### src/rtl/mant_mul_arbiter.sv
// Round-robin arbiter sharing one 4x4 mantissa multiplier among NREQ lanes.
// Optional macro MUL_PIPE_EN inserts a stage-1 register ahead of the response register.
module mant_mul_arbiter #(
    parameter int unsigned NREQ = 4,
    parameter int unsigned ID_W = 2
) (
    input  logic                clk,
    input  logic                rst_n,
    input  logic [NREQ-1:0]     req_valid,
    output logic [NREQ-1:0]     req_ready,
    input  logic [4*NREQ-1:0]   req_a,
    input  logic [4*NREQ-1:0]   req_b,
    output logic [3:0]          mul_a,
    output logic [3:0]          mul_b,
    input  logic [7:0]          mul_product,
    output logic                rsp_valid,
    input  logic                rsp_ready,
    output logic [ID_W-1:0]     rsp_id,
    output logic [7:0]          rsp_product
);

    logic [ID_W-1:0] rr_ptr;
    logic [ID_W-1:0] rr_ptr_next;
    logic [ID_W-1:0] winner;
    logic            found;
    logic            can_accept;
    logic            transfer;

    // Two passes: lanes at or above rr_ptr first, then wrap to the lowest lane.
    always_comb begin
        found  = 1'b0;
        winner = '0;
        for (int i = 0; i < int'(NREQ); i++) begin
            if (!found && req_valid[i] && (ID_W'(i) >= rr_ptr)) begin
                found  = 1'b1;
                winner = ID_W'(i);
            end
        end
        for (int i = 0; i < int'(NREQ); i++) begin
            if (!found && req_valid[i]) begin
                found  = 1'b1;
                winner = ID_W'(i);
            end
        end
    end

    assign transfer    = found & can_accept;
    assign rr_ptr_next = (winner == ID_W'(NREQ - 1)) ? '0 : winner + ID_W'(1);

    always_comb begin
        req_ready = '0;
        mul_a     = 4'h0;
        mul_b     = 4'h0;
        for (int i = 0; i < int'(NREQ); i++) begin
            if (transfer && (winner == ID_W'(i))) begin
                req_ready[i] = 1'b1;
                mul_a        = req_a[4*i +: 4];
                mul_b        = req_b[4*i +: 4];
            end
        end
    end

    always_ff @(posedge clk or negedge rst_n) begin
        if (!rst_n) begin
            rr_ptr <= '0;
        end else if (transfer) begin
            rr_ptr <= rr_ptr_next;
        end
    end

`ifdef MUL_PIPE_EN
    logic            s1_valid;
    logic [ID_W-1:0] s1_id;
    logic [7:0]      s1_product;
    logic            s1_adv;

    assign s1_adv     = !rsp_valid | rsp_ready;
    assign can_accept = !s1_valid | s1_adv;

    always_ff @(posedge clk or negedge rst_n) begin
        if (!rst_n) begin
            s1_valid   <= 1'b0;
            s1_id      <= '0;
            s1_product <= 8'h00;
        end else if (transfer) begin
            s1_valid   <= 1'b1;
            s1_id      <= winner;
            s1_product <= mul_product;
        end else if (s1_adv) begin
            s1_valid   <= 1'b0;
        end
    end

    always_ff @(posedge clk or negedge rst_n) begin
        if (!rst_n) begin
            rsp_valid   <= 1'b0;
            rsp_id      <= '0;
            rsp_product <= 8'h00;
        end else if (s1_adv) begin
            rsp_valid <= s1_valid;
            if (s1_valid) begin
                rsp_id      <= s1_id;
                rsp_product <= s1_product;
            end
        end
    end
`else
    assign can_accept = !rsp_valid | rsp_ready;

    // Drain without a new transfer clears valid only; id/product keep their old values.
    always_ff @(posedge clk or negedge rst_n) begin
        if (!rst_n) begin
            rsp_valid   <= 1'b0;
            rsp_id      <= '0;
            rsp_product <= 8'h00;
        end else if (transfer) begin
            rsp_valid   <= 1'b1;
            rsp_id      <= winner;
            rsp_product <= mul_product;
        end else if (rsp_ready) begin
            rsp_valid   <= 1'b0;
        end
    end
`endif

endmodule
### config.mk
export PLATFORM = sky130hd
export DESIGN_NAME = mant_mul_arbiter
export DESIGN_NICKNAME = d
export VERILOG_FILES = /design/src/rtl/mant_mul_arbiter.sv
export SDC_FILE = /design/constraint.sdc
export NUM_CORES = 1
export LEC_CHECK = 0
export CAP_MARGIN = 10
export CORE_MARGIN = 3
export CORE_UTILIZATION = 30
export DETAILED_ROUTE_END_ITERATION = 8
export DONT_BUFFER_PORTS = 1
export GPL_ROUTABILITY_DRIVEN = 0
export HOLD_SLACK_MARGIN = 0.1
export PLACE_DENSITY = 0.52
export SLEW_MARGIN = 20
export SYNTH_ARGS = -nofsm -noshare
export SYNTH_HDL_FRONTEND = slang
export SYNTH_SLANG_ARGS = --single-unit
### constraint.sdc
create_clock -name clk -period 2.75 [get_ports clk]
set_input_delay 0.55 -clock clk [delete_from_list [all_inputs] [get_ports clk]]
set_output_delay 0.55 -clock clk [all_outputs]
set_load 0.05 [all_outputs]
==> flow_metrics.env <==
export IMPL_outcome="complete, but fails checks"
export IMPL_violations="setup timing"
export IMPL_end_kind="output port"
export IMPL_viasPerCell=5.58
export IMPL_crit_path_max_fanout=5
export IMPL_drtIter0Drc=42
export IMPL_preCtsSetupSlack_ps=1.73
export IMPL_relSlewSlack_pct=42.9
export IMPL_dp_cells=166
export IMPL_synth_adder_area_share_pct=2.59
export IMPL_dieHeight_um=62.7
export IMPL_critPathLaunchType="flip-flop"
export IMPL_synth_area_mux_share_pct=13.7
export IMPL_dpl_hpwl_um=2280
export IMPL_cts_tree="done"
export IMPL_crit_slowest_cell="dfrtp_2"
export IMPL_cts_sinks=13
export IMPL_vias=1044
export IMPL_cpPeakStageDelay_ps=440
export IMPL_reg2regPathDepth=3
export IMPL_tns_ps=-584
export IMPL_cp_cell_sequence="and3b_1 -> or3_4 -> nor2_4 -> inv_2 -> ha_4 -> nand2_2 -> nor4_1 -> a31oi_1 -> a31oi_4 -> buf_12"
export IMPL_wl_per_cell_um=16.6
export IMPL_clk_path_buf_depth=2
export IMPL_final_util_pct=61.0
export IMPL_dr_pass1_iters=4
export IMPL_final_cells=187
export IMPL_clk_latency_ps=260
export IMPL_synth_area_sq_um=965
export IMPL_synth_top_family_by_area="compound AO/OA/AOI/OAI gates"
export IMPL_drive_gt1_share_pct=66.2
export IMPL_die_w_um=62.7
export IMPL_start_util_pct=33.3
export IMPL_grt_pass1_vias=1031
export IMPL_syn2layout_area_growth_pct=83.4
export IMPL_final_net_count=195
export IMPL_vdd_drop_max_mv=0.554
export IMPL_synth_xor_area_share_pct=0
export IMPL_startpoint="rr_ptr[0]$_DFFE_PN0P_"
export IMPL_cts_reportedPaths_clkPinSlew_ps=70
export IMPL_crit_arrival_ps=2330
export IMPL_io_pin_count=70
export IMPL_tightest_slew_ps=857
export IMPL_yosysSeqAreaShare_pct=33.7
export IMPL_r2r_start="rsp_valid$_DFFE_PN0P_"
export IMPL_postSynthAreaPerCell_sq_um=9.46
export IMPL_ys_flop_type="dfrtp_1"
export IMPL_crit_path_end="mul_b[3]"
export IMPL_setup_slack_ps=-125
export IMPL_finalClockSkew_ps=1.52
export IMPL_grt_pass1_wl_um=4800
export IMPL_ys_types=33
export IMPL_antenna_cells=0
export IMPL_multi_input_area_sq_um=850
export IMPL_rows=19
export IMPL_drv_slew=0
export IMPL_crit_type="flip-flop to output port"
export IMPL_async_flop_share_pct=100
export IMPL_final_hold_viol_count=0
export IMPL_max_cap_violations=0
export IMPL_synth_simple_gate_area_share_pct=18.5
export IMPL_cts_htree_levels=1
export IMPL_grt_usage_pct=14.6
export IMPL_post_route_drc_count=0
export IMPL_netlist_instances=102
export IMPL_hold_path_class="primary input to flip-flop"
export IMPL_antenna_found_initial=0
export IMPL_yosys_warnings=0
export IMPL_synth_enable_flop_cells=0
export IMPL_rsz0062_at_grt="true"
export IMPL_period_share_pct=105
export IMPL_num_fill_cells=267
export IMPL_timing_final_crit_period_ps=2880
export IMPL_required_ps=2200
export IMPL_r2r_end="rsp_product[6]$_DFFE_PN0P_"
export IMPL_root_buffer="clkbuf_4"
export IMPL_cts_inserted_buffers=3
export IMPL_ys_seq_elements=13
export IMPL_regArea_sq_um=328
export IMPL_fmax_ghz=0.348
export IMPL_synth_net_count=151
export IMPL_p_leak_nw=0.663
export IMPL_ant_nets=0
export IMPL_drt_total_wl_um=3100
export IMPL_portBuffers=0
export IMPL_grt_max_degree=18
export IMPL_dieArea_sq_um=3930
export IMPL_coreArea_sq_um=2900
export IMPL_overflow=0
export IMPL_synth_compound_gate_area_share_pct=27.2
export IMPL_setup_viol=8
export IMPL_power_density_nw_per_um2=914
export IMPL_reg2reg_slack_ps=920
[what timing repair did]
item | CTS | global route
buffers inserted | 4 | 12
setup endpoints to repair | 8 | 9
pin swaps | 7 | 11
resized for setup | 14 | 33
hold buffers | 1 | 0
endpoints found under the hold margin | 13 | 0
[layer usage]
metal  part of all wire, %  GRT usage [%]
met1                    37           16.1
met2                    53           27.0
met3                   9.3           4.86
met4                   1.3           2.75
met5                     0              0
[per-stage QoR]
stage                     power, mW  hold WS, ps  area (sq um)
after floorplan               0.915          254          1070
after global placement         1.23          255          1410
after detailed placement       1.24          255          1410
after CTS                      1.43          380          1540
after global routing           1.71          362          1770
final                          1.62          390          1770
[how the worst min path moves through the flow]
stage | startpoint | to | cells past startpoint
after detailed placement | rst_n | rsp_product[2]$_DFFE_PN0P_ | 0
after CTS | rsp_ready | rsp_valid$_DFFE_PN0P_ | 1
after global placement | rst_n | rsp_product[0]$_DFFE_PN0P_ | 0
final | rsp_ready | rsp_valid$_DFFE_PN0P_ | 1
after floorplan | rst_n | rr_ptr[0]$_DFFE_PN0P_ | 0
after global routing | rsp_ready | rsp_valid$_DFFE_PN0P_ | 1
[where the power goes]
part | leakage [nW] | internal [mW] | total [mW] | switching [mW]
Clock | 0.0150 | 0.0560 | 0.107 | 0.0515
Combinational | 0.500 | 0.569 | 1.16 | 0.587
Sequential | 0.148 | 0.227 | 0.353 | 0.126
[layout make-up]
cell class,count,area share (%)
repair buffers,43,27.1
multi-input cells,79,48.0
well taps,42,2.97
inverters,6,1.91
flip-flops and latches,13,18.5
clock buffers,4,1.49
[sequential cells by signal, summed over array words and instances, names as in the netlist]
name,flops
rr_ptr,2
rsp_product,8
rsp_valid,1
rsp_id,2
[synthesized netlist by cell type (2+ instances only)]
library cell | n | area (sq um)
a211oi_1 | 2 | 15.0
a21oi_1 | 6 | 30.0
a221oi_1 | 5 | 43.8
a31oi_1 | 6 | 37.5
and2_1 | 3 | 18.8
clkbuf_1 | 3 | 11.3
dfrtp_1 | 13 | 325
ha_1 | 2 | 25.0
inv_1 | 5 | 18.8
mux2_2 | 10 | 113
mux2i_1 | 2 | 20.0
nand2_1 | 3 | 11.3
nand4_1 | 5 | 31.3
nor2_1 | 4 | 15.0
nor3_1 | 3 | 15.0
nor4_1 | 3 | 18.8
o21a_1 | 2 | 15.0
o21ai_0 | 10 | 50.1
[cells by family (layout without fill, tap and decap cells)]
group,count (synthesis),in the layout
simple gates,29,29
flops,13,13
mux,12,12
compound gates,36,36
buf+inv,10,53
fa+ha+maj,2,2
[worst max-delay path: cells and delay by family (launching register included)]
kind / cells / cell delay (ps)
AOI/OAI and AO/OA: 2 / 400
adders and majority gates: 1 / 180
buffers and inverters: 2 / 230
DFF: 1 / 440
and+or+nand+nor: 5 / 810
[placed cells by master (no fill, tap or decap), drive strengths merged, types with 2 or more instances in the layout]
cell    count
nand4       5
a221oi      6
mux2       10
o21a        2
o21ai      11
clkbuf      4
and2        3
nor2        5
a21oi       7
inv         5
mux2i       2
dfrtp      13
nor3        4
nor4        3
a31oi       6
and3b       2
buf        42
a211oi      2
nand2       3
ha          2
Power figures use the tool's default switching activity.
==> RTL change: new RTL, same flow settings <==
`ID_W`: 2 -> 3.
--- a/src/rtl/mant_mul_arbiter.sv
+++ b/src/rtl/mant_mul_arbiter.sv
@@ -4,3 +4,3 @@
     parameter int unsigned NREQ = 4,
-    parameter int unsigned ID_W = 2
+    parameter int unsigned ID_W = 3
 ) (
Interface: changed (resized rsp_id); port bits go from 70 to 71. No check against the original RTL was run, so the function may have changed too.
==> RTL change against the original RTL <==
The run still ends with negative setup slack left; sequential cell count unchanged; synthesized cell count up 21%; die area up 4.0%; worst setup slack worse by 81 ps; count of clock-buffer cells in the layout unchanged; clock skew up 3.3 ps; hold slack worse by 18 ps; cell area down 22%; synthesized area up 4.4%; routed wire length down 7.3%; register-to-register slack better by 100 ps; total power down 13%; via count down 15%; largest cell class unchanged.
==> RTL change: results (changes against the original RTL) <==
Setup path
  – CP arrival: 2410 ps (was 2330 ps)
  – Reg-to-reg setup timing slack: 1020 ps (was 920 ps)
  – R2R cell count: 2 (was 3)
  – Crit-path max FO: 8 (was 5)

Global routing
  – First-pass GRT wire length: 4.53 mm (was 4.80 mm)
  – Largest net degree at the start of global routing: 18 (unchanged)
  – Antenna violations before repair: 0 (unchanged)
  – Vias in the first global route: 912 (was 1,031)
  – Total GRT Usage: 0.143 (was 0.146)

Synthesis
  – Synth top area cells: dfrtp_1 32%, nand2_1 14%, a211o_1 7.0%, a221oi_1 7.0%, a21oi_1 5.0% (was dfrtp_1 34%, mux2_2 12%, o21ai_0 5.2%, a221oi_1 4.5%, a31oi_1 3.9%)
  – Top FF cell, synth: dfrtp_1 (unchanged)
  – Ys async rst share: 1.00 (unchanged)
  – EDFF count, synth: 0 (unchanged)
  – Netlist cell types: 30 (was 33)
  – Yosys warning count: 0 (unchanged)
  – Seq/Total Area, Yosys: 0.323 (was 0.337)
  – Syn Nets: 174 (was 151)
  – Synth top cells by count: 37 x nand2_1, 13 x dfrtp_1, 12 x inv_1 (was 13 x dfrtp_1, 10 x mux2_2, 10 x o21ai_0)

Worst hold path
  – Cells on Worst Hold Path: 2 (was 1)
  – Hold Crit Class: input port to flip-flop (unchanged)

CTS
  – CTS root buffer: clkbuf_4 (unchanged)
  – H-tree depth: 1 (unchanged)
  – Clock Path Buffers: 2 (unchanged)
  – Reg clk slew, reported paths: 80 ps
  – Num CTS Buffers: 3 (unchanged)
  – Worst skew pair latency: 280 ps (was 260 ps)

Power and ir drop
  – Net Switching: 700 uW (was 764 uW)
  – IR drop worst, VDD: 0.420 mV (was 0.554 mV)
  – LEAKAGE: 0.000601 uW (was 0.000663 uW)

STA
  – Actual slew at the worst max-slew pin: 646 ps (was 857 ps)
  – Max-slew violation count: 0 (unchanged)
  – Worst Skew: 4.80 ps (was 1.52 ps)
  – Slack of the critical path: -207 ps (was -125 ps)
  – Final number of setup-violating endpoints: 8 (unchanged)
  – Final setup TNS: -1470 ps (was -584 ps)

Drt
  – Routed vias/inst: 4.96 (was 5.58)
  – Drt first-iter violations: 16 (was 42)
  – DR pass1 iterations: 4 (unchanged)
  – Routed Wire Length: 2.88 mm (was 3.10 mm)

Placement
  – Placed inst area: 1290 um^2 (was 1410 um^2)
  – HPWL Detailed: 2.32 mm (was 2.28 mm)
  – Buffers on Ports: 0 (unchanged)
  – Pre-CTS WS: -23.0 ps (was 1.73 ps)

Status
  – Outcome: finished with violations (unchanged)
  – Failing checks: negative setup slack (unchanged)

Finish
  – ANT cells: 0 (unchanged)
  – Fraction of layout cells with a size suffix above 1: 0.370 (was 0.662)
  – Nets: 187 (was 195)
  – Largest registers: rsp_product: 8 flops, rr_ptr: 2 flops, rsp_id: 2 flops (unchanged)

Run
  – Max Cap Violations: 0 (unchanged)
-- RTL change: cell types whose count changed after synthesis, moves of 4 or more --
| cell | change |
|---|---|
| a31oi_1 | -6 |
| nand4_1 | -5 |
| mux2_2 | -8 |
| nand2_1 | +34 |
| o21ai_0 | -8 |
| and2_2 | +4 |
| a211o_1 | +8 |
| a21oi_1 | +4 |
| inv_1 | +7 |
-- RTL change: metrics by stage --
stage               instances  total power (uW)  utilization  hold slack (ps)
global placement          171              1230        0.412              255
CTS                       178              1400        0.431              367
finish                    179              1410        0.439              371
detailed placement        171              1250        0.412              255
global route              179              1490        0.439              361
floorplan                 123               990            -              254
-- RTL change: cell families (layout without fill, tap and decap cells) --
kind of cell | Yosys count | after routing | share of synthesized area
adders and majority gates | 4 | 4 | 0.0497
buffers and inverters | 22 | 34 | 0.124
other | 1 | 1 | 0.00372
and+or+nand+nor | 47 | 47 | 0.225
DFF | 13 | 13 | 0.323
AOI/OAI and AO/OA | 33 | 33 | 0.242
muxes | 3 | 3 | 0.0323
-- RTL change: final cells by class --
cell class                 instances  area, um^2
clock buffer                       4        26.3
fill                             318        1750
inverter                          12        45.0
multi-input combinational         88         682
sequential                        13         328
tap                               44        55.1
timing repair buffer              18         238
-- RTL change: power groups by stage --
stage,combinational (uW),clock [uW],sequential (uW)
6_report,924,118,365
5_1_grt,990,132,372
4_1_cts,915,121,363
3_5_place_dp,887,0,365
3_3_place_gp,871,0,363
2_1_floorplan,637,0,353
-- RTL change: worst max-delay path: stages (launching register included) --
cell and delay [ps]:
dfrtp_2 440, inv_1 70, o21ai_1 70, a211oi_2 250, inv_1 100, ha_2 220
nor2b_4 210, a221oi_1 110, a211o_1 300, a21oi_4 190, buf_12 150
-- RTL change: final timing paths --
path / startpoint / to
setup / recovery: rr_ptr[0]$_DFFE_PN0P_ / mul_b[2]
hold / removal: mul_product[2] / rsp_product[2]$_DFFE_PN0P_
setup reg to reg: rsp_valid$_DFFE_PN0P_ / rsp_id[1]$_DFFE_PN0P_
hold reg to reg: rr_ptr[0]$_DFFE_PN0P_ / rr_ptr[0]$_DFFE_PN0P_
max in group asynchronous: rst_n / rr_ptr[0]$_DFFE_PN0P_
min in group asynchronous: rst_n / rsp_product[3]$_DFFE_PN0P_
-- RTL change: what timing repair did --
item	4_1_cts	5_1_grt
resized for setup	4	5
hold endpoints to repair	13	0
hold buffers	1	0
buffers inserted	2	1
pin swaps	1	3
setup endpoints to repair	9	9
-- RTL change: routing by layer --
layer	vias to the layer above	wire, um	GRT usage
met5	-	0	0
met4	0	31	0.0404
met3	6	148	0.0457
met2	29	1470	0.218
met1	416	1230	0.193
li1	437	-	-
